## src/rtl/nanorv32_lsu.sv

```systemverilog
// nanorv32 load/store unit: sits between the execute stage and the data
// memory port. One access in flight; byte/half/word lane steering, load
// extension, misalignment trap and a bus wait-state timeout.

// Per-byte-lane store steering: lane enable and the store byte for this lane.
module nanorv32_lsu_lane #(
  parameter int LANE = 0
) (
  input  logic [1:0]  size,
  input  logic [1:0]  off,
  input  logic [31:0] wdata_in,
  output logic        sel,
  output logic [7:0]  wbyte
);
  localparam logic [1:0] L = LANE[1:0];

  // Byte replicates d[7:0], half replicates d[15:0], word passes straight.
  always_comb begin
    sel   = 1'b0;
    wbyte = wdata_in[7:0];
    case (size)
      2'd0: begin
        sel   = (off == L);
        wbyte = wdata_in[7:0];
      end
      2'd1: begin
        sel   = (off[1] == L[1]);
        wbyte = L[0] ? wdata_in[15:8] : wdata_in[7:0];
      end
      default: begin
        sel   = 1'b1;
        wbyte = wdata_in[8*LANE +: 8];
      end
    endcase
  end
endmodule

module nanorv32_lsu #(
  parameter int NRV32_ADDR_WIDTH = 32,
  parameter int TIMEOUT_CYCLES   = 255,
  parameter int TIMEOUT_WIDTH    = 8
) (
  input  logic                        clk,
  input  logic                        rst_n,
  input  logic                        req_valid,
  output logic                        req_ready,
  input  logic                        req_we,
  input  logic [1:0]                  req_size,
  input  logic                        req_unsigned,
  input  logic [NRV32_ADDR_WIDTH-1:0] req_addr,
  input  logic [31:0]                 req_wdata,
  output logic                        resp_valid,
  output logic [31:0]                 resp_rdata,
  output logic                        resp_err,
  output logic [NRV32_ADDR_WIDTH-1:0] cpu_datamem_addr,
  output logic [31:0]                 cpu_datamem_wdata,
  output logic [3:0]                  cpu_datamem_bytesel,
  output logic                        cpu_datamem_valid,
  output logic                        cpu_datamem_we,
  input  logic [31:0]                 datamem_cpu_rdata,
  input  logic                        datamem_cpu_ready
);
  localparam int NUM_LANES = 4;
  localparam bit TMO_EN = (TIMEOUT_CYCLES != 0);
  localparam logic [TIMEOUT_WIDTH-1:0] TMO_LAST = TIMEOUT_WIDTH'(TIMEOUT_CYCLES - 1);

  typedef enum logic [1:0] {IDLE, ACCESS, RESP} state_t;

  // Access attributes kept for load extraction once the bus answers.
  typedef struct packed {
    logic [1:0] off;
    logic [1:0] size;
    logic       uns;
  } acc_t;

  state_t state, state_nxt;
  acc_t   acc_q;
  logic [TIMEOUT_WIDTH-1:0] tmo_cnt;

  logic accept, misal, bus_done, tmo_hit;
  logic [NUM_LANES-1:0]      lane_sel;
  logic [NUM_LANES-1:0][7:0] lane_wdata;
  logic [31:0] lane_shift, load_data;

  assign req_ready  = (state == IDLE);
  assign resp_valid = (state == RESP);
  assign accept     = req_valid & req_ready;

  assign misal = (req_size == 2'd3) ||
                 (req_size == 2'd1 && req_addr[0]) ||
                 (req_size == 2'd2 && req_addr[1:0] != 2'b00);

  assign bus_done = (state == ACCESS) && datamem_cpu_ready;
  // A ready on the final timeout edge wins, hence the !ready term.
  assign tmo_hit  = TMO_EN && (state == ACCESS) && !datamem_cpu_ready &&
                    (tmo_cnt == TMO_LAST);

  for (genvar i = 0; i < NUM_LANES; i++) begin : g_lane
    nanorv32_lsu_lane #(.LANE(i)) u_lane (
      .size     (req_size),
      .off      (req_addr[1:0]),
      .wdata_in (req_wdata),
      .sel      (lane_sel[i]),
      .wbyte    (lane_wdata[i])
    );
  end

  // Word loads always carry offset 0, so the shifted value is the word itself.
  assign lane_shift = datamem_cpu_rdata >> {acc_q.off, 3'b000};

  // Sign- or zero-extend the selected lane.
  always_comb begin
    load_data = lane_shift;
    case (acc_q.size)
      2'd0:    load_data = {{24{~acc_q.uns & lane_shift[7]}},  lane_shift[7:0]};
      2'd1:    load_data = {{16{~acc_q.uns & lane_shift[15]}}, lane_shift[15:0]};
      default: load_data = lane_shift;
    endcase
  end

  // State register.
  always_ff @(posedge clk or negedge rst_n) begin
    if (!rst_n) state <= IDLE;
    else        state <= state_nxt;
  end

  // Next-state: misaligned requests skip the bus entirely.
  always_comb begin
    state_nxt = state;
    case (state)
      IDLE:    if (accept) state_nxt = misal ? RESP : ACCESS;
      ACCESS:  if (bus_done || tmo_hit) state_nxt = RESP;
      RESP:    state_nxt = IDLE;
      default: state_nxt = IDLE;
    endcase
  end

  // Wait-state counter, restarted by every accepted request.
  always_ff @(posedge clk or negedge rst_n) begin
    if (!rst_n)                                       tmo_cnt <= '0;
    else if (accept)                                  tmo_cnt <= '0;
    else if (state == ACCESS && !datamem_cpu_ready)   tmo_cnt <= tmo_cnt + TIMEOUT_WIDTH'(1);
  end

  // Bus request registers: loaded on a legal accept, held through ACCESS.
  always_ff @(posedge clk or negedge rst_n) begin
    if (!rst_n) begin
      cpu_datamem_valid   <= 1'b0;
      cpu_datamem_addr    <= '0;
      cpu_datamem_wdata   <= '0;
      cpu_datamem_bytesel <= '0;
      cpu_datamem_we      <= 1'b0;
      acc_q               <= '0;
    end else if (accept && !misal) begin
      cpu_datamem_valid   <= 1'b1;
      cpu_datamem_addr    <= {req_addr[NRV32_ADDR_WIDTH-1:2], 2'b00};
      cpu_datamem_wdata   <= lane_wdata;
      cpu_datamem_bytesel <= lane_sel;
      cpu_datamem_we      <= req_we;
      acc_q               <= '{off: req_addr[1:0], size: req_size, uns: req_unsigned};
    end else if (bus_done || tmo_hit) begin
      cpu_datamem_valid   <= 1'b0;
    end
  end

  // Response payload, held until the next completion.
  always_ff @(posedge clk or negedge rst_n) begin
    if (!rst_n) begin
      resp_rdata <= '0;
      resp_err   <= 1'b0;
    end else if (accept && misal) begin
      resp_rdata <= '0;
      resp_err   <= 1'b1;
    end else if (bus_done) begin
      resp_rdata <= cpu_datamem_we ? 32'h0 : load_data;
      resp_err   <= 1'b0;
    end else if (tmo_hit) begin
      resp_rdata <= '0;
      resp_err   <= 1'b1;
    end
  end
endmodule

```

## config.mk

```make
export PLATFORM = sky130hd
export DESIGN_NAME = nanorv32_lsu
export DESIGN_NICKNAME = d
export VERILOG_FILES = /design/src/rtl/nanorv32_lsu.sv
export SDC_FILE = /design/constraint.sdc
export NUM_CORES = 1
export LEC_CHECK = 0
export ABC_AREA = 1
export BUFFER_PORTS_ARGS = -buffer_cell sky130_fd_sc_hd__buf_2
export CAP_MARGIN = 20
export CORE_MARGIN = 2
export CORE_UTILIZATION = 28
export CTS_CLUSTER_SIZE = 30
export DETAILED_ROUTE_END_ITERATION = 12
export RECOVER_POWER = 25
export SLEW_MARGIN = 10
export SYNTH_ARGS = -nofsm -noshare
export SYNTH_HDL_FRONTEND = slang
export SYNTH_SLANG_ARGS = --single-unit
```

## constraint.sdc

```tcl
create_clock -name clk -period 1.4 [get_ports clk]
set_input_delay 0.14 -clock clk [delete_from_list [all_inputs] [get_ports clk]]
set_output_delay 0.14 -clock clk [all_outputs]
set_load 0.1 [all_outputs]
```

* After elaboration in Yosys (flattened, before gate mapping)
Cells that the tools add are included.
W data, S select, Z words.
** Word-level totals
- Register bits :: 116
- Latch bits :: 0
- RAM bits :: 0
- Bits in read-only memories :: 0
- Bits of input ports :: 104
- Output and inout port bits :: 105
- Logic and storage cells :: 76
- Memories kept :: 0
** Cells by class
- Add/sub/neg operators :: 1
- Multiply operators :: 0
- Divide/modulo/power cells :: 0
- $lt $le $gt $ge :: 0
- Eq/ne operators :: 12
- Shifts and indexed selects :: 1
- Multiplexer cells :: 23
- Bitwise gates (word level) :: 5
- Reductions and logical operators :: 22
** Operator list (count)
- $mux W32 :: 4
- $pmux W32 S2 :: 1
- $mux W8 :: 4
- $shr A32 B5 Y32 :: 1
- $pmux W8 S2 :: 1
- $eq A2 B2 Y1 const B :: 5
- $add A8 B1 Y8 const B :: 1
- $eq A2 B1 Y1 const B :: 4
- $eq A8 B8 Y1 const B :: 1
- $logic_not A2 Y1 :: 4
- $pmux W1 S2 :: 4
- $logic_and A1 B1 Y1 :: 7
- $mux W2 :: 3
- $reduce_bool A2 Y1 :: 3
- $mux W1 :: 5
- $ne A2 B1 Y1 const B :: 2
- $pmux W2 S2 :: 1
- $and A1 B1 Y1 :: 3
- $logic_or A1 B1 Y1 :: 3
- $reduce_bool A3 Y1 :: 1
- $logic_not A1 Y1 :: 2
- $not A1 Y1 :: 2
- $reduce_and A2 Y1 :: 1
- $reduce_or A2 Y1 :: 1

* Longest topological paths before layout
Gate-level depths: netlist of run 1.
- Word-level depth :: 7
- Mapped depth :: 10
- Depth with buffers taken out :: 10

* Hierarchy
A second synthesis of run 1 with hierarchy kept.
** Unflattened totals
- Cell total of the unflattened synthesis :: 823
- Area total of the unflattened synthesis :: 6154.7 um^2
** Modules (own cells, without submodules)
- nanorv32_lsu :: instances 1, cells each 708, area an instance 5619.1 um^2, sequential area each 2902.8 um^2
- nanorv32_lsu_lane (g_lane[3].u_lane) :: instances 1, cells each 39, area an instance 196.4 um^2, sequential area each 0.0 um^2
- nanorv32_lsu_lane (g_lane[1].u_lane) :: instances 1, cells each 32, area an instance 136.4 um^2, sequential area each 0.0 um^2
- nanorv32_lsu_lane (g_lane[2].u_lane) :: instances 1, cells each 30, area an instance 120.1 um^2, sequential area each 0.0 um^2
- nanorv32_lsu_lane (g_lane[0].u_lane) :: instances 1, cells each 14, area an instance 82.6 um^2, sequential area each 0.0 um^2

* Worst setup path before layout of run 1
OpenSTA, ideal clock, no wires.
- Path type :: register to output
- Start point :: register state[1]
- End point :: output resp_valid
- Data arrival time :: 1693 ps
- Data required time :: 1260 ps
- Path slack :: -433 ps
- Stages on the path, launching flop included :: 3
- Path buffers :: 0
- Path through :: dfrtp_1 -> inv_1 -> nor2_1
** On the way
- Word-level cells in the longest chain between the ends :: 1
** Ends and longest elaborated chain
- start, declared :: RTL line 76 : state_t state, state_nxt;
- start signal, assigned :: RTL line 124 : else state <= state_nxt;
- $eq A2 B2 Y1 :: RTL line 86 : assign resp_valid = (state == RESP);
- end, declared :: RTL line 52 : output logic resp_valid,
Every way passes these cells.

* Worst setup path after layout of run 1
- Start point :: register tmo_cnt[0]
- End point :: register resp_rdata[10]
** On the way
- Word-level cells in the longest chain between the ends :: 3
** Ends and longest elaborated chain
- start, declared :: RTL line 78 : logic [TIMEOUT_WIDTH-1:0] tmo_cnt;
- start signal, assigned :: RTL line 142 : else if (state == ACCESS && !datamem_cpu_ready) tmo_cnt <= tmo_cnt + TIMEOUT_WIDTH'(1);
- $eq A8 B8 Y1 :: RTL line 96 : (tmo_cnt == TMO_LAST);
- $logic_and A1 B1 Y1 :: RTL line 95 : assign tmo_hit = TMO_EN && (state == ACCESS) && !datamem_cpu_ready &&
- $reduce_bool A3 Y1 (no source line)
- end signal, assigned :: RTL line 175 : resp_rdata <= cpu_datamem_we ? 32'h0 : load_data;
- end, declared :: RTL line 53 : output logic [31:0] resp_rdata,
Every way passes these cells.
A chain may end at the register's enable or synchronous reset.

==> results of run 1 <==
cell usage after synthesis:
cell / instances / area share [%]
nand2_1: 369 / 24
dfrtp_1: 116 / 50
nand3_1: 83 / 7.2
o21ai_0: 43 / 3.7
inv_1: 28 / 1.8
nor2_1: 20 / 1.3
a21oi_1: 18 / 1.6
buf_2: 16 / 1.4
buf_6: 11 / 2.1
clkbuf_1: 10 / 0.65
o21ai_1: 9 / 0.78
buf_4: 7 / 0.91
inv_2: 4 / 0.26
nand2_2: 4 / 0.43
nor2_2: 4 / 0.43
ha_1: 2 / 0.43
inv_4: 2 / 0.22
nand3_4: 2 / 0.61
nand4_1: 2 / 0.22
nor2_4: 2 / 0.39
o211ai_1: 2 / 0.26
a211oi_1: 1 / 0.13
conb_1: 1 / 0.065
nand2_4: 1 / 0.19
nor2_8: 1 / 0.35
nor3b_1: 1 / 0.13
o2111ai_1: 1 / 0.15
o21bai_1: 1 / 0.13
or2_2: 1 / 0.11
kinds of logic after synthesis:
logic type,count (synthesis),share of synthesized area [%]
compound gates,75,6.72
fa+ha+maj,2,0.432
buf+inv,78,7.37
flops,116,50.2
other cells,1,0.0648
simple gates,490,35.3
worst max-delay path, cell delays in order (launching register included):
cell,delay (ns)
dfrtp_1,0.39
inv_2,0.06
ha_1,0.13
nand2_1,0.05
nor2_1,0.10
nand2_1,0.07
nand2_2,0.14
nand2_8,0.11
clkbuf_16,0.19
nand3_1,0.06
nand2_1,0.06
path summary, 6_finish.rpt:
| check | from | endpoint | slack (ns) | cells after the start |
|---|---|---|---|---|
| setup / recovery | tmo_cnt[0] | resp_rdata[10] | -0.07 | 10 |
| hold / removal | req_wdata[25] | cpu_datamem_wdata[25] | 0.02 | 3 |
| setup reg to reg | tmo_cnt[0] | resp_rdata[10] | -0.07 | 10 |
| hold reg to reg | cpu_datamem_addr[23] | cpu_datamem_addr[23] | 0.46 | 2 |
| max in group asynchronous | rst_n | state[0] | 0.19 | 3 |
| min in group asynchronous | rst_n | resp_rdata[17] | 0.53 | 3 |
stage by stage:
| step | cell area [um2] | instances | total power, mW |
|---|---|---|---|
| after detailed placement | 7320 | 1231 | 16.5 |
| after CTS | 8440 | 1313 | 21.1 |
| after floorplan | 5800 | 763 | 14.2 |
| after global placement | 7320 | 1231 | 16.4 |
| final | 8970 | 1332 | 21.4 |
| after global routing | 8970 | 1331 | 22.4 |
cell type report:
| cell class | instances | area, um2 | share of cell area [%] |
|---|---|---|---|
| well taps | 270 | 338 | 3.77 |
| clock buffers | 21 | 460 | 5.13 |
| multi-input cells | 569 | 2700 | 30.1 |
| repair buffers | 310 | 2300 | 25.7 |
| inverters | 34 | 138 | 1.53 |
| diodes | 1 | 2.50 | 0.0279 |
| flip-flops and latches | 116 | 2900 | 32.4 |
| clock inverters | 11 | 129 | 1.44 |
power by group:
group          leakage (nW)  switching, mW  total [mW]  internal (mW)
clock network         0.283           1.64        4.36           2.72
registers              1.49          0.640        5.00           4.36
logic                  3.15           9.73        12.0           2.29
what timing repair did:
| item | 4_1_cts | 5_1_grt |
|---|---|---|
| setup buffers | 2 | 6 |
| pin swaps | 2 | 21 |
| gates cloned | 0 | 12 |
| hold buffers | 48 | 0 |
| hold endpoints to repair | 163 | 0 |
| resized for setup | 10 | 84 |
| endpoints found under the setup margin | 41 | 112 |
flip-flops by register name (all words and copies together), names as in the netlist:
signal and flops:
resp_err 1, cpu_datamem_addr 30, cpu_datamem_wdata 32, state 2
cpu_datamem_valid 1, resp_rdata 32, tmo_cnt 8, cpu_datamem_bytesel 4
acc_q 5, cpu_datamem_we 1
routing by layer:
layer  up-vias  part of all wire [%]  global-route usage, %
li1       2994                     -                      -
met1      2929                    41                   22.3
met2       231                    49                   28.8
met3        26                   7.7                   4.51
met4         0                   1.8                   5.24
met5         -                     0                      0
==> flow_summary.toml, run 1 <==
[status]
status = "finished with violations"
violations = "setup timing"

[grt]
grtUsageTotal_pct = 17.3
grt_pass1_vias = 5833
grt_first_pass_wirelength_um = 30200
grt_max_degree = 74
overflow = 0
antenna_found_initial = 0

[yosys]
syn_area_per_cell_um2 = 7.60
yosysUniqueCellTypes = 29
ys_warn_count = 0
syn_area_um2 = 5790
yosysSeqAreaShare_pct = 50.2
ys_ff_latch = 116
synthCells = 762

[hold_path]
hold_path.class = "in2reg"

[clock_network]
clk_transition_reported_paths_ns = 0.06
cts_buffers = 17
cts_tree = "yes"
cts.path.max_buffers = 2
cts.sinks = 116
htreeDepth = 4
clk_latency_ns = 0.42
cts-root-buf = "clkbuf_16"

[layout]
final_util_pct = 44.3
area_delta_synth_final_pct = 55.0
drive_above_1_share_pct = 34.2
final_cell_mix = "nand2_1 (352), buf_2 (192), dfrtp_1 (115)"
fin_nets = 1154
layout_commonest_cell = "nand2_1"
n_fill_cell = 2018

[floorplan]
num_io_pins = 209
die_x_um = 148
start_util_pct = 28.6
die-area_um2 = 21800
rows = 52
die_h_um = 148
coreArea_um2 = 20200

[setup_path]
endpoint_kind = "flop"
startpoint_type = "flop"
path_class = "reg2reg"
cp.arrival_ns = 1.77
required_ns = 1.70
worstPathMaxFanout = 8

[timing]
timing.hold.ws_ns = 0.0242
skew_ns = 0.00942
drv_slew = 0
timing.fmax_mhz = 680
worst_slack_ns = -0.0715
finalCriticalPeriod_ns = 1.47
period_share_pct = 105
setup-violations-final = 44
rsz0062_at_grt = "true"
fin_tns_setup_ns = -1.29
hold_viol = 0
relSlewSlack_pct = 34.5
worst_slew_pin_slew_ns = 0.983

[placed_design]
place_ws_ns = -0.0631
gp_congestion = 0.822
port_buffers = 206
dp_hpwl_um = 13000

[pwr]
power_density_nw_per_um2 = 2380
p_leak_nw = 4.93
vdd_drop_max_mv = 1.65

[route]
wire_per_inst_um = 15.3
vias_per_cell = 4.64
wirelength_um = 20300
drtIter0Drc = 304
drc_errors = 0
vias = 6180
first_pass_iters = 5
ant_nets = 0

[run]
maxCapViolations = 0
Note: power is estimated with default switching activity, not from simulation.
==> run 2, diff against run 1 <==
--- a/config.mk
+++ b/config.mk
@@ -17,3 +17,4 @@
 export SYNTH_ARGS = -nofsm -noshare
 export SYNTH_HDL_FRONTEND = slang
 export SYNTH_SLANG_ARGS = --single-unit
+export TNS_END_PERCENT = 20
==> constraint.sdc (replaced) <==
create_clock -name clk -period 1.4 [get_ports clk]
set_input_delay 0.07 -clock clk [delete_from_list [all_inputs] [get_ports clk]]
set_output_delay 0.07 -clock clk [all_outputs]
set_load 0.1 [all_outputs]
==> run 2 against run 1 <==
The flow still finishes with violations (setup timing). Worst hold slack worse by 0.016 ns. Cell area down 4.1%. Maximum frequency up 3.1%. Global-route usage about the same. Clock skew down 0.0013 ns. Largest cell class unchanged. Clock power up 12%. Critical path depth down 3. Via count down 2.9%. Largest power group unchanged. Sequential power about the same. Sequential cell count unchanged. Non-clock buffer count down 10. Worst setup slack better by 0.044 ns.
==> flow_summary.toml, run 2 (synthesis gave the netlist of run 1 again) <==
[layout]
n_fill_cell = 2085
layout_commonest_cell = "nand2_1"
area_delta_synth_final_pct = 48.6
final_util_pct = 42.5
final_cell_mix = "nand2_1 (366), buf_2 (202), dfrtp_1 (115)"
fin_nets = 1144
drive_above_1_share_pct = 28.7
final_cells = 1322
top_regs = "cpu_datamem_wdata: 32 flops, resp_rdata: 32 flops, cpu_datamem_addr: 30 flops"

[placed_design]
dp_hpwl_um = 12800
dp_cells = 1225
gp_congestion = 0.840
port_buffers = 206
place_ws_ns = -0.0243

[clock_network]
htreeDepth = 4
cts.path.max_buffers = 2
clk_latency_ns = 0.42
cts_buffers = 17
cts-root-buf = "clkbuf_16"
clk_transition_reported_paths_ns = 0.06
cts.sinks = 116
cts_tree = "yes"

[timing]
fin_tns_setup_ns = -0.0734
timing.hold.ws_ns = 0.00814
period_share_pct = 102
skew_ns = 0.00817
timing.fmax_mhz = 700
hold_viol = 0
worst_slew_pin_slew_ns = 0.783
drv_slew = 0
relSlewSlack_pct = 47.8
rsz0062_at_grt = "true"
setup-violations-final = 13
finalCriticalPeriod_ns = 1.43
worst_slack_ns = -0.0276

[route]
vias_per_cell = 4.54
vias = 6002
ant_nets = 0
first_pass_iters = 5
wire_per_inst_um = 14.4
wirelength_um = 19000
drc_errors = 0
drtIter0Drc = 250

[setup_path]
endpoint_kind = "flop"
required_ns = 1.73
path_class = "reg2reg"
cp.arrival_ns = 1.76
critPathBufInv = 2
worstPathMaxFanout = 13
path_cells = "nor2_4 -> nand2_4 -> nor2_4 -> buf_4 -> buf_4 -> nand2_1 -> o21ai_0"
worst_path_largest_cell_delay_ns = 0.43
cp_slowest_cell = "dfrtp_1"
crit_family = "simple AND/OR/NAND/NOR gates"
startpoint_type = "flop"

[run]
maxCapViolations = 0

[pwr]
pwr-share-clk_pct = 22.8
seqPwrFrac_pct = 23.2
p_sw_share_pct = 55.1
power_density_nw_per_um2 = 2490
p_int_mw = 9.61
switchingPower_mw = 11.8
vdd_drop_max_mv = 1.71
p_leak_nw = 4.79
p_comb_share_pct = 54.0

[grt]
grt_pass1_vias = 5924
grtUsageTotal_pct = 17.4
grt_max_degree = 78
antenna_found_initial = 0
grt_first_pass_wirelength_um = 30000
overflow = 0

[hold_path]
hold_path.class = "in2reg"

[floorplan]
coreArea_um2 = 20200
rows = 52
die_x_um = 148
die_h_um = 148
num_io_pins = 209
start_util_pct = 28.6
die-area_um2 = 21800

[status]
violations = "setup timing"
status = "finished with violations"
## run 2: tightest hold or removal path: stages
cell	delay, ns
buf_2	0.07
nand2_1	0.04
nand2_1	0.05
a21oi_1	0.04
o21ai_1	0.11
## run 2: area by class of cell
| cell class | count | area (um2) | share of cell area [%] |
|---|---|---|---|
| Timing Repair Buffer | 300 | 2060 | 24.0 |
| Sequential cell | 116 | 2900 | 33.8 |
| Clock inverter | 14 | 226 | 2.63 |
| Inverter | 34 | 135 | 1.57 |
| Clock buffer | 18 | 439 | 5.11 |
| Multi-Input combinational cell | 569 | 2490 | 29.0 |
| Tap cell | 270 | 338 | 3.93 |
| Antenna cell | 1 | 2.50 | 0.0291 |
## run 2: what timing repair did
| action | 4_1_cts | 5_1_grt |
|---|---|---|
| resized for setup | 3 | 15 |
| gates cloned | 0 | 3 |
| endpoints found under the setup margin | 36 | 96 |
| hold buffers | 59 | 0 |
| buffers inserted | 0 | 2 |
| endpoints found under the hold margin | 177 | 0 |
| pin swaps | 1 | 2 |
## run 2: path summary, 6_finish.rpt
kind / slack, ns / depth (start not counted) / start / endpoint
max reg2reg: -0.03 / 7 / state[0] / acc_q[3]
max: -0.03 / 7 / state[0] / acc_q[3]
max in group asynchronous: 0.36 / 3 / rst_n / cpu_datamem_addr[3]
min in group asynchronous: 0.36 / 3 / rst_n / tmo_cnt[4]
min: 0.008 / 5 / req_wdata[29] / cpu_datamem_wdata[29]
min reg2reg: 0.46 / 2 / cpu_datamem_wdata[13] / cpu_datamem_wdata[13]
## run 2: routing by layer
layer,track usage [%],vias to the layer above,routed length [um]
li1,-,2968,-
met1,21.8,2779,8010
met2,28.8,239,9090
met3,5.62,16,1660
met4,5.05,0,250
met5,0,-,0
## run 2: power by group through the flow
stage | combinational [mW] | sequential [mW] | clock (mW)
2_1_floorplan | 2.38 | 11.8 | 0
6_report | 11.5 | 4.97 | 4.88
4_1_cts | 11.5 | 4.97 | 5.00
3_3_place_gp | 11.3 | 5.01 | 0
3_5_place_dp | 11.4 | 4.99 | 0
5_1_grt | 12.1 | 5.10 | 5.19
## run 2: through the flow
step	cell area [um2]	total power [mW]
2_1_floorplan	5800	14.2
3_3_place_gp	7220	16.3
3_5_place_dp	7220	16.4
4_1_cts	8490	21.5
5_1_grt	8600	22.4
6_report	8600	21.4
